<file path="src/rtl/vga_capture.sv">
// vga_capture: sink side of the 640x480 VGA link. Samples sync and colour from
// the source, verifies 800x525 line/frame timing, then writes every active
// pixel of a verified frame into a frame buffer as {B,G,R}.
module vga_capture #(
  parameter int H_TOTAL     = 800,
  parameter int V_TOTAL     = 525,
  parameter int H_ACT_START = 145,
  parameter int H_ACT_LEN   = 640,
  parameter int V_ACT_START = 32,
  parameter int V_ACT_LEN   = 480
) (
  input  logic        clk,
  input  logic        rst_n,
  input  logic        en,
  input  logic        HS,
  input  logic        VS,
  input  logic [3:0]  R,
  input  logic [3:0]  G,
  input  logic [3:0]  B,
  output logic        wr_en,
  output logic [18:0] wr_addr,
  output logic [11:0] wr_data,
  output logic        locked,
  output logic        frame_done,
  output logic        err
);

  typedef enum logic [1:0] {HUNT, SYNC, LOCK} state_t;

  typedef struct packed {
    logic       hs;
    logic       vs;
    logic [3:0] r;
    logic [3:0] g;
    logic [3:0] b;
  } pins_t;

  // Expected pre-update counter values at the sync edges, and the capture window.
  localparam logic [9:0]  H_LINE_OK  = 10'(H_TOTAL - 2);
  localparam logic [9:0]  V_FRAME_OK = 10'(V_TOTAL - 1);
  localparam logic [9:0]  H_FIRST    = 10'(H_ACT_START);
  localparam logic [9:0]  H_LAST     = 10'(H_ACT_START + H_ACT_LEN - 1);
  localparam logic [9:0]  V_FIRST    = 10'(V_ACT_START);
  localparam logic [9:0]  V_LAST     = 10'(V_ACT_START + V_ACT_LEN - 1);
  localparam logic [18:0] PIX_LAST   = 19'(H_ACT_LEN * V_ACT_LEN - 1);

  pins_t       s1;
  logic        s2_hs;
  logic        s2_vs;
  logic        hs_fall_q;
  logic [9:0]  hcnt;
  logic [9:0]  vcnt;
  logic [18:0] pix;
  logic        armed;
  state_t      state;

  logic hs_fall;
  logic vs_rise;
  logic line_bad;
  logic frame_bad;
  logic fail;
  logic capture;

  // Edge detection on the two-stage sample; sync polarity is fixed.
  assign hs_fall   = s2_hs & ~s1.hs;
  assign vs_rise   = ~s2_vs & s1.vs;
  assign line_bad  = hs_fall & (hcnt != H_LINE_OK);
  assign frame_bad = vs_rise & (vcnt != V_FRAME_OK);
  // A line fault and a frame fault in the same cycle are one timing failure.
  assign fail      = line_bad | frame_bad;
  assign capture   = armed && (state == LOCK) &&
                     (hcnt >= H_FIRST) && (hcnt <= H_LAST) &&
                     (vcnt >= V_FIRST) && (vcnt <= V_LAST);

  // Input stage: same clock as the source, so plain registers, no synchronizers.
  always_ff @(posedge clk or negedge rst_n) begin
    if (!rst_n) begin
      s1        <= '0;
      s2_hs     <= 1'b0;
      s2_vs     <= 1'b0;
      hs_fall_q <= 1'b0;
    end else begin
      // NOTE: non-blocking assignments make s2 take the old s1, giving a true
      // two-stage pipeline regardless of statement order.
      s1        <= '{hs: HS, vs: VS, r: R, g: G, b: B};
      s2_hs     <= s1.hs;
      s2_vs     <= s1.vs;
      hs_fall_q <= hs_fall;
    end
  end

  // Position counters: hcnt restarts the clk after the registered HS fall, vcnt at VS rise.
  always_ff @(posedge clk or negedge rst_n) begin
    if (!rst_n) begin
      hcnt <= '0;
      vcnt <= '0;
    end else begin
      if (hs_fall_q)       hcnt <= '0;
      else if (hcnt != '1) hcnt <= hcnt + 1'b1;

      if (vs_rise)                     vcnt <= '0;
      else if (hs_fall && vcnt != '1)  vcnt <= vcnt + 1'b1;
    end
  end

  // Lock FSM with registered locked/err; capture is armed on the VS rise that
  // leaves the FSM locked, so the frame right after verification is captured.
  always_ff @(posedge clk or negedge rst_n) begin
    if (!rst_n) begin
      state  <= HUNT;
      locked <= 1'b0;
      err    <= 1'b0;
      armed  <= 1'b0;
    end else begin
      err <= 1'b0;
      case (state)
        HUNT: begin
          if (vs_rise) state <= SYNC;
        end
        SYNC: begin
          if (fail) begin
            err   <= 1'b1;
            state <= HUNT;
          end else if (vs_rise) begin
            state  <= LOCK;
            locked <= 1'b1;
            armed  <= en;
          end
        end
        LOCK: begin
          if (fail) begin
            err    <= 1'b1;
            state  <= HUNT;
            locked <= 1'b0;
            armed  <= 1'b0;
          end else if (vs_rise) begin
            armed <= en;
          end
        end
        default: begin
          state  <= HUNT;
          locked <= 1'b0;
          armed  <= 1'b0;
        end
      endcase
    end
  end

  // Write port: one strobe per active cycle carrying that cycle's s1 colour.
  always_ff @(posedge clk or negedge rst_n) begin
    if (!rst_n) begin
      wr_en      <= 1'b0;
      wr_addr    <= '0;
      wr_data    <= '0;
      pix        <= '0;
      frame_done <= 1'b0;
    end else begin
      wr_en      <= capture & ~fail;
      frame_done <= wr_en && (wr_addr == PIX_LAST);
      if (capture) begin
        wr_addr <= pix;
        wr_data <= {s1.b, s1.g, s1.r};
      end
      if (vs_rise)      pix <= '0;
      else if (capture) pix <= pix + 1'b1;
    end
  end

endmodule
</file>
<file path="config.mk">
export PLATFORM = sky130hd
export DESIGN_NAME = vga_capture
export DESIGN_NICKNAME = d
export VERILOG_FILES = /design/src/rtl/vga_capture.sv
export SDC_FILE = /design/constraint.sdc
export NUM_CORES = 1
export LEC_CHECK = 0
export BUFFER_PORTS_ARGS = -buffer_cell sky130_fd_sc_hd__buf_2
export CORE_MARGIN = 2
export CORE_UTILIZATION = 58
export CTS_CLUSTER_SIZE = 20
export DETAILED_ROUTE_END_ITERATION = 8
export GPL_TIMING_DRIVEN = 0
export PLACE_DENSITY = 0.8
export SETUP_SLACK_MARGIN = 0.02
export SYNTH_ARGS = -nofsm -noshare
export SYNTH_HDL_FRONTEND = slang
export SYNTH_SLANG_ARGS = --single-unit
</file>
<file path="constraint.sdc">
create_clock -name clk -period 3.31 [get_ports clk]
set_input_delay 0.1655 -clock clk [delete_from_list [all_inputs] [get_ports clk]]
set_output_delay 0.1655 -clock clk [all_outputs]
set_load 0.005 [all_outputs]
</file>
# After elaboration in Yosys (flattened, before gate mapping)
# Cells that the tools add are included.
# Widths: inputs -> output; s select.
# totals
rom_bits	0
ram_bits	0
word_cells	84
out_inout_bits	35
ff_bits	94
in_bits	17
memories	0
latch_bits	0
# classes
shift	0
n_div	0
multipliers	0
reduce_logical	15
addsub	3
bitwise_logic	10
magnitude_cmp	4
n_eq_ne	12
n_mux	21
# op_table
cell	count
$mux 10	4
$ne 10x10->1 const B	4
$mux 19	2
$add 10x1->10 const B	2
$add 19x1->19 const B	1
$eq 19x19->1 const B	1
$ge 10x6->1 const B	1
$ge 10x8->1 const B	1
$le 10x10->1 const B	1
$le 10x9->1 const B	1
$mux 1	8
$mux 2	4
$ne 2x2->1 const B	4
$logic_and 1x1->1	7
$pmux 1 s3	2
$pmux 2 s3	1
$reduce_bool 2->1	3
$and 1x1->1	5
$not 1->1	4
$reduce_and 4->1	1
$ne 3x3->1 const B	1
$reduce_and 3->1	1
$eq 2x1->1 const B	1
$eq 2x2->1 const B	1
4 further kinds	4

# Depth between registers and ports, before layout
# Gate-level depths: netlist of the first run.
# logic_depth
word_depth	8
depth_mapped	10
depth_no_buf	7

# Worst setup path after synthesis of the first run
# OpenSTA, ideal clock, no wires.
# synth_timing
kind	register -> register
startpoint	register hcnt[0]
endpoint	register wr_addr[14]
period_less_slack_ns	2.313
arrival_ns	2.188
path_slack_ns	0.997
required_time_ns	3.185
setup_ns	0.125
path_buffers	2
path_stages_with_launch	9
cell_sequence	dfrtp_1 -> inv_1 -> ha_1 -> or4b_1 -> a21oi_2 -> or3_1 -> buf_4 -> buf_6 -> mux2_2
# synth_via
elab_chain_cells	5
elab_cells_between_ends	6
classes_between	2 x order compare; 4 x reduce/logical
# synth_rtl
item	line_no	source
start: declaration	51	logic [9:0] hcnt;
start signal: assignment	99	else if (hcnt != '1) hcnt <= hcnt + 1'b1;
$ge 10x8->1	72	(hcnt >= H_FIRST) && (hcnt <= H_LAST) &&
$logic_and 1x1->1	71	assign capture = armed && (state == LOCK) &&
$logic_and 1x1->1 (*) (2 in series)	72	
$logic_and 1x1->1 (*)	73	(vcnt >= V_FIRST) && (vcnt <= V_LAST);
end signal: assignment	161	wr_addr <= pix;
end: declaration	21	output logic [18:0] wr_addr,
# Every way passes the cells marked *; elsewhere a longest branch is shown, timed or not.
# A chain may end at the register's enable or synchronous reset.

# Final worst setup path of the first run
# layout_timing
startpoint	register hcnt[0]
endpoint	register wr_addr[16]
# Same word-level chain as after synthesis.

==> metrics.yaml, run 1 <==
outcome: "complete, no violations"
ant_nets: 0
grt_pass1_wl_mm: 14.1
tightest_slew_ns: 0.730
gp_congestion: 0.895
crit_fanout: 10
ir_drop_mv: 0.304
pin_count: 52
cts_root_buffer: "clkbuf_8"
die_x_um: 89.5
hold_class: "primary input to flip-flop"
dr.pass1.iters: 4
track_usage: 0.233
rr_endpoint: "wr_addr[16]$_DFFE_PN0P_"
use_met1: 0.297
drt_iter0_markers: 146
crit_slowest_cell: "or4b_1"
rr_startpoint: "hcnt[0]$_DFFE_PN0P_"
num_vias: 3258
min_period_ns: 2.65
setup_violations: 0
die_h_um: 89.5
gr-total-overflow: 0
area_delta_synth_final_pct: 18.4
hold_start: "en"
whs_path_depth: 4
clk_latency_ns: 0.37
worstSetupEndpointType: "flip-flop"
fmax_mhz: 377
synth_top_area_frac: 0.555
relSlewSlack: 0.510
placed_area_mm2: 0.00465
r2r_setup_slack_ns: 0.66
initial_core_util: 0.591
busiest_layer: "met2"
worst-setup-path-type: "flip-flop to flip-flop"
num_rows: 31
ys_ff_latch: 94
dp_hpwl_mm: 5.67
synth_area_mm2: 0.00424
cts-buffers-inserted: 9
portBuffers: 51
cp.arrival_ns: 2.91
drv_cap: 0
drc_errors: 0
fin_area_mm2: 0.00502
num-fill-cells: 509
holdPathEnd: "armed$_DFFE_PN0P_"
required_ns: 3.57
rr_worst_depth: 8
antenna_found_initial: 0
synth_edf_count: 0
synth_area_leaders: "dfrtp_1, nand2_1, xnor2_1, ha_1, mux2_2"
dieArea_mm2: 0.00801
clock_skew_ns: 0.0117
grt_pass1_vias: 3169
synthArstFlopShare: 1.00
use_met2: 0.382
power.leakage_nw: 2.38
clock-sinks: 94
final_nets: 514
grtUsageMet3: 0.0536
synth_cell_type_count: 50
max_stage_delay_ns: 0.47
coreArea_mm2: 0.00718
hold_violations: 0
cts_tree: "done"
finalSetupTns_ns: 0
routedWlPerCell_um: 14.4
syn-instance-count: 408
grt_max_degree: 70
ys.flop_type: "dfrtp_1"
ys_warn_count: 0
cp-start-kind: "flip-flop"
synthesis.nets: 436
fin_util: 0.699
period_share: 0.801
synth_area_per_cell_um2: 10.4
htree_levels: 3
drt-vias-per-instance: 5.52
drt-total-wl_mm: 8.49
clockBufferDepth: 2
path_clk_slew_ns: 0.10
p_per_area_mw_per_mm2: 476
post-synth-top-area-cell: "dfrtp_1"
drv_slew: 0
yosysSeqAreaShare: 0.555
diodes: 0
crit_chain: "inv_1, ha_1, or4b_1, a21oi_2, or3_1, buf_4, buf_6, mux2_2"
power_mw: 2.39
rsz0062_at_grt: "false"
final_layout_size_suffix_gt1_frac: 0.191
layout make-up:
cell class	instances	area [µm²]	area share
multi-input combinational	287	1750	0.349
buffer	13	82.6	0.0165
clock buffer	10	128	0.0254
tap	99	124	0.0247
timing repair buffer	67	435	0.0868
inverter	14	52.6	0.0105
clock inverter	6	92.6	0.0185
sequential	94	2350	0.469
worst max-delay path: cells and delay by family, from the launching register on:
kind                     cells  cell delay (ns)
adder cells (fa/ha/maj)      1             0.16
buffers and inverters        3             0.50
flip-flops                   1             0.42
AO/OA/AOI/OAI                1             0.45
AND/OR/NAND/NOR              2             0.66
multiplexers                 1             0.35
cells in the final DEF, fill, tap and decap left out, types with 11 or more instances in the layout:
cell type / synthesis / final
dfrtp_1: 94 / 94
nand2_1: 78 / 78
buf_2: 0 / 50
nor2_1: 31 / 31
xnor2_1: 17 / 17
a21oi_1: 16 / 16
dlygate4sd3_1: 0 / 15
inv_1: 14 / 14
nand4_1: 14 / 14
nand3_1: 11 / 11
mux2_2: 11 / 11
ha_1: 11 / 11
registers in the layout, summed over array words and instances, names as in the netlist:
name	count
armed	1
s1	14
wr_data	12
vcnt	10
wr_addr	19
s2_vs	1
hcnt	10
err	1
wr_en	1
hs_fall_q	1
locked	1
pix	19
s2_hs	1
state	2
frame_done	1
synth_stat cells (11+ instances only):
cell type and number:
dfrtp_1 94, nand2_1 78, nor2_1 31, xnor2_1 17, a21oi_1 16, inv_1 14, nand4_1 14, ha_1 11
mux2_2 11, nand3_1 11
per-stage QoR:
step	setup slack (ns)	hold slack [ns]	std cells
finish	0.660	0.207	590
global route	0.534	0.269	590
detailed placement	0.682	0.106	559
floorplan	0.997	-0.130	408
global placement	0.742	0.274	558
CTS	0.676	0.203	590
cells by family after synthesis:
group	after synthesis	share of synthesized area
muxes	13	0.0340
xor gates and xnor gates	19	0.0393
and+or+nand+nor	194	0.228
AOI/OAI and AO/OA	50	0.0797
DFF	94	0.555
buffers and inverters	27	0.0319
adders and majority gates	11	0.0325
power breakdown:
group          internal [mW]  switching, mW
Clock                  0.431          0.413
Sequential              1.20         0.0547
Combinational          0.124          0.164
Total                   1.76          0.631
layer usage:
layer  vias to the layer above  routed length (µm)
met5                         -                   0
met3                         8                 360
met4                         0                 100
met2                        85                4300
li1                       1579                   -
met1                      1586                3730
worst max-delay path by stage:
stage	startpoint	endpoint	cells past startpoint
after detailed placement	hcnt[0]$_DFFE_PN0P_	wr_addr[16]$_DFFE_PN0P_	8
final	hcnt[0]$_DFFE_PN0P_	wr_addr[16]$_DFFE_PN0P_	8
after global routing	hcnt[0]$_DFFE_PN0P_	wr_addr[16]$_DFFE_PN0P_	8
after floorplan	hcnt[0]$_DFFE_PN0P_	wr_addr[14]$_DFFE_PN0P_	8
after global placement	hcnt[0]$_DFFE_PN0P_	wr_addr[14]$_DFFE_PN0P_	8
after CTS	hcnt[0]$_DFFE_PN0P_	wr_addr[16]$_DFFE_PN0P_	8
timing repair:
item                      in CTS  in global routing
gates resized for setup        0                  0
hold buffers                  15                  0
buffers inserted               0                  0
hold endpoints to repair      39                  0
Power figures use the tool's default switching activity.
==> run 2: changes to the inputs <==
==> constraint.sdc (replaced) <==
create_clock -name clk -period 2.55 [get_ports clk]
set_input_delay 0.1275 -clock clk [delete_from_list [all_inputs] [get_ports clk]]
set_output_delay 0.1275 -clock clk [all_outputs]
set_load 0.005 [all_outputs]
==> metrics.yaml, run 2 (synthesized netlist as in run 1, its figures left out) <==
outcome: "complete, no violations"
htree_levels: 3  # unchanged
gr-total-overflow: 0  # unchanged
pin_count: 52  # unchanged
clock-sinks: 94  # unchanged
drv_cap: 0  # unchanged
num_vias: 3274  # +0.49%
multi_input_area_mm2: 0.00179  # +2.4%
worst-setup-path-type: "flip-flop to flip-flop"
worstSetupEndpointType: "flip-flop"
setup_violations: 0  # unchanged
cts_root_buffer: "clkbuf_8"
crit_slowest_cell: "or4_4"
drt-vias-per-instance: 5.51  # -0.19%
mostFrequentLayoutCell: "dfrtp_1"
required_ns: 2.85  # -0.72 ns
final_nets: 518  # +0.78%
path_clk_slew_ns: 0.10  # about the same
dp_hpwl_mm: 5.67  # unchanged
clk_latency_ns: 0.37  # about the same
num-fill-cells: 498  # -2.2%
hold_class: "primary input to flip-flop"
gp_congestion: 0.895  # unchanged
ant_nets: 0  # unchanged
initial_core_util: 0.591  # unchanged
routedWlPerCell_um: 14.5  # +0.84%
portBuffers: 51  # unchanged
hold_start: "en"
period_share: 0.960  # +0.159
coreArea_mm2: 0.00718  # unchanged
dr.pass1.iters: 4  # unchanged
fmax_mhz: 408  # +8.3%
drt-total-wl_mm: 8.62  # +1.5%
drv_slew: 0  # unchanged
cp.arrival_ns: 2.75  # -0.16 ns
cts-buffers-inserted: 9  # unchanged
num_rows: 31  # unchanged
relSlewSlack: 0.510  # about the same
fin_area_mm2: 0.00509  # +1.5%
max_stage_delay_ns: 0.54  # +0.07 ns
rsz0062_at_grt: "true"
rr_worst_depth: 8  # unchanged
min_period_ns: 2.45  # -0.202 ns
p_per_area_mw_per_mm2: 614  # +29%
rr_endpoint: "pix[13]$_DFFE_PN0P_"
crit_fanout: 7  # -3
power.leakage_nw: 2.41  # +1.2%
die_x_um: 89.5  # unchanged
grt_max_degree: 70  # unchanged
clockBufferDepth: 2  # unchanged
r2r_setup_slack_ns: 0.10  # -0.56 ns
final_layout_size_suffix_gt1_frac: 0.210  # +0.0187
antenna_found_initial: 0  # unchanged
grt_pass1_vias: 3170  # +0.032%
placed_area_mm2: 0.00465  # unchanged
cts_tree: "done"
drc_errors: 0  # unchanged
holdPathEnd: "armed$_DFFE_PN0P_"
layout_common_cells: "dfrtp_1, nand2_1, buf_2"
ir_drop_mv: 0.394  # +30%
fin_util: 0.710  # +0.0105
crit_chain: "inv_1, ha_2, and3b_1, o311ai_4, buf_4, or4_4, or3_1, a21oi_1"
grt_pass1_wl_mm: 14.2  # +0.14%
drt_iter0_markers: 166  # +14%
power_mw: 3.12  # +31%
rr_startpoint: "state[0]$_DFFE_PN0P_"
tightest_slew_ns: 0.730  # +0.0000491 ns
diodes: 0  # unchanged
track_usage: 0.234  # +0.000436
die_h_um: 89.5  # unchanged
area_delta_synth_final_pct: 20.2
hold_violations: 0  # unchanged
whs_path_depth: 4  # unchanged
regArea_mm2: 0.00235  # about the same
holdWs_ns: 0.181  # -0.0262 ns
dieArea_mm2: 0.00801  # unchanged
top_regs: "pix x19, wr_addr x19, s1 x14"
cp-start-kind: "flip-flop"
clock_skew_ns: 0.0142  # +0.00249 ns
## run 2: worst max path at each step
| stage | cells past startpoint | end | slack [ns] | startpoint |
|---|---|---|---|---|
| 6_report | 8 | pix[13]$_DFFE_PN0P_ | 0.10 | state[0]$_DFFE_PN0P_ |
| 5_1_grt | 8 | pix[10]$_DFFE_PN0P_ | 0.02 | state[0]$_DFFE_PN0P_ |
| 4_1_cts | 8 | pix[10]$_DFFE_PN0P_ | 0.01 | state[0]$_DFFE_PN0P_ |
| 3_5_place_dp | 8 | wr_addr[16]$_DFFE_PN0P_ | -0.08 | hcnt[0]$_DFFE_PN0P_ |
| 3_3_place_gp | 8 | wr_addr[14]$_DFFE_PN0P_ | -0.02 | hcnt[0]$_DFFE_PN0P_ |
| 2_1_floorplan | 8 | wr_addr[14]$_DFFE_PN0P_ | 0.24 | hcnt[0]$_DFFE_PN0P_ |
## run 2: power breakdown
part / internal (mW) / switching (mW)
Sequential: 1.56 / 0.0728
Combinational: 0.168 / 0.220
Clock: 0.560 / 0.542
Total: 2.29 / 0.835
## run 2: timing repair
action                     in CTS  in global routing
resized for setup               2                 10
pin swaps                       1                  1
hold buffers                   15                  0
buffers inserted                1                  3
setup endpoints to repair      10                 28
hold endpoints to repair       39                  0
## run 2: area by class of cell
class	instances	share of cell area
repair buffers	71	0.0914
inverters	14	0.0103
multi-input cells	287	0.352
flip-flops and latches	94	0.462
well taps	99	0.0243
plain buffers	13	0.0167
clock buffers	10	0.0251
clock inverters	6	0.0182
## run 2: routing by layer
layer  wire, µm  up-vias  track usage
met3        393       16       0.0536
li1           -     1587            -
met5          0        -            0
met4        134        0        0.100
met2       4320       97        0.382
met1       3780     1574        0.299
## run 2: worst max-delay path: cells and delay by family (launching register included)
family	cells	cell delay (ns)
fa+ha+maj	1	0.25
compound gates	2	0.29
buf+inv	2	0.29
flops	1	0.46
simple gates	3	1.09
## run 2: per-stage QoR
step	setup TNS, ns	std cells	worst slack [ns]
after CTS	0	591	0.0129
after floorplan	0	408	0.237
after detailed placement	-0.256	559	-0.0778
after global placement	-0.0646	558	-0.0183
final	0	594	0.102
after global routing	0	594	0.0158
==> run 3: changes to the inputs <==
==> constraint.sdc (replaced) <==
create_clock -name clk -period 2.3 [get_ports clk]
set_input_delay 0.115 -clock clk [delete_from_list [all_inputs] [get_ports clk]]
set_output_delay 0.115 -clock clk [all_outputs]
set_load 0.005 [all_outputs]
==> metrics.yaml, run 3 (synthesized netlist as in run 1, its figures left out) <==
outcome: "complete, no violations"
clockPowerShare: 0.312  # -0.040
num_vias: 3344  # +2.1%
htree_levels: 3  # unchanged
relSlewSlack: 0.538  # +0.0282
layout_common_cells: "dfrtp_1, nand2_1, buf_2"
antenna_found_initial: 0  # unchanged
setup_violations: 0  # unchanged
drv_cap: 0  # unchanged
dieArea_mm2: 0.00801  # unchanged
grt_pass1_wl_mm: 14.5  # +2.6%
ant_nets: 0  # unchanged
cp-start-kind: "flip-flop"
rr_endpoint: "armed$_DFFE_PN0P_"
clk_latency_ns: 0.37  # about the same
cts_root_buffer: "clkbuf_8"
clock_skew_ns: 0.0135  # -0.000729 ns
cts-buffers-inserted: 9  # unchanged
p_per_area_mw_per_mm2: 647  # +5.5%
internal-power_mw: 2.38  # +4.0%
grt_max_degree: 58  # -17%
clock-sinks: 94  # unchanged
hold_start: "en"
drt-total-wl_mm: 9.12  # +5.8%
pin_count: 52  # unchanged
gp_congestion: 0.814  # -9.0%
seqPwrFrac: 0.538  # +0.015
hold_class: "primary input to flip-flop"
routedWlPerCell_um: 15.2  # +4.5%
coreArea_mm2: 0.00718  # unchanged
startpoint: "vcnt[5]$_DFFE_PN0P_"
pwr-share-comb: 0.150  # +0.026
hold_violations: 0  # unchanged
r2r_setup_slack_ns: 0.09  # about the same
gr-total-overflow: 0  # unchanged
dr.pass1.iters: 5  # +1
initial_core_util: 0.591  # unchanged
grt_pass1_vias: 3144  # -0.82%
finalSetupTns_ns: 0  # unchanged
cts_tree: "done"
p_sw_frac: 0.289  # +0.0221
rr_worst_depth: 5  # -3
clockBufferDepth: 2  # unchanged
holdWs_ns: 0.133  # -0.0477 ns
track_usage: 0.237  # +0.00324
drc_errors: 0  # unchanged
min_period_ns: 2.21  # -0.242 ns
path_clk_slew_ns: 0.09  # about the same
top_regs: "pix x19, wr_addr x19, s1 x14"
ir_drop_mv: 0.484  # +23%
crit_end: "armed$_DFFE_PN0P_"
die_x_um: 89.5  # unchanged
period_share: 0.959  # -0.00101
rr_startpoint: "vcnt[5]$_DFFE_PN0P_"
final_layout_size_suffix_gt1_frac: 0.239  # +0.0289
fmax_mhz: 453  # +11%
final_nets: 525  # +1.4%
worst-setup-path-type: "flip-flop to flip-flop"
tightest_slew_ns: 0.688  # -0.0419 ns
worstSetupEndpointType: "flip-flop"
dp_hpwl_mm: 5.88  # +3.6%
die_h_um: 89.5  # unchanged
drt_iter0_markers: 184  # +11%
p_sw_mw: 0.969  # +16%
power.leakage_nw: 2.45  # +1.8%
mostFrequentLayoutCell: "dfrtp_1"
rsz0062_at_grt: "true"
portBuffers: 51  # unchanged
cp.arrival_ns: 2.44  # -0.31 ns
drt-vias-per-instance: 5.56  # +0.95%
drv_slew: 0  # unchanged
num_rows: 31  # unchanged
crit_fanout: 7  # unchanged
area_delta_synth_final_pct: 22.1
required_ns: 2.54  # -0.31 ns
diodes: 0  # unchanged
-- run 3: metal layers --
| layer | vias to the layer above | part of all wire | GRT usage |
|---|---|---|---|
| met2 | 88 | 0.52 | 0.411 |
| met3 | 14 | 0.044 | 0.0563 |
| met4 | 0 | 0.015 | 0.0828 |
| met5 | - | 0 | 0 |
| met1 | 1638 | 0.42 | 0.288 |
| li1 | 1604 | - | - |
-- run 3: cell type report --
| cell class | instances | area [µm²] |
|---|---|---|
| plain buffers | 12 | 95.1 |
| well taps | 99 | 124 |
| multi-input cells | 287 | 1830 |
| clock buffers | 9 | 124 |
| clock inverters | 7 | 66.3 |
| inverters | 14 | 52.6 |
| fillers | 503 | 2000 |
| repair buffers | 79 | 526 |
| flip-flops and latches | 94 | 2350 |
-- run 3: worst min path at each step --
stage                                        end  slack [ns]  depth (start not counted)
after floorplan                armed$_DFFE_PN0P_       -0.18                          0
after global placement           s1[6]$_DFF_PN0_        0.22                          1
after detailed placement  wr_addr[6]$_DFFE_PN0P_        0.12                          1
after CTS                      armed$_DFFE_PN0P_        0.12                          4
after global routing           armed$_DFFE_PN0P_        0.16                          4
final                          armed$_DFFE_PN0P_        0.13                          4
-- run 3: stage by stage --
| step | setup WS, ns | cell area (µm²) | std cells | util | total power [mW] |
|---|---|---|---|---|---|
| after detailed placement | -0.206 | 4660 | 559 | 0.650 | 2.24 |
| after floorplan | 0.0453 | 4250 | 408 | - | 2.09 |
| after global placement | -0.142 | 4630 | 558 | 0.645 | 2.20 |
| after global routing | 0.0139 | 5170 | 601 | 0.721 | 3.52 |
| final | 0.0941 | 5170 | 601 | 0.721 | 3.35 |
| after CTS | 0.0204 | 5070 | 597 | 0.707 | 3.34 |
-- run 3: repair_timing --
action | 4_1_cts | 5_1_grt
resized for setup | 5 | 17
cloned | 0 | 0
pin swaps | 2 | 2
endpoints found under the hold margin | 51 | 0
hold buffers | 15 | 0
setup endpoints to repair | 41 | 36
setup buffers | 7 | 5
-- run 3: power groups by stage --
stage                     combinational [mW]  clock, mW  sequential (mW)
after floorplan                        0.263          0             1.82
after global placement                 0.371          0             1.83
after detailed placement               0.398          0             1.84
after CTS                              0.475       1.07             1.79
after global routing                   0.563       1.15             1.81
final                                  0.503       1.05             1.80
-- run 3: worst max-delay path: stages, from the launching register on --
cell	delay, ns
dfrtp_1	0.44
or4_1	0.62
nor4_2	0.42
o21ai_1	0.28
a21oi_1	0.23
o22ai_1	0.09
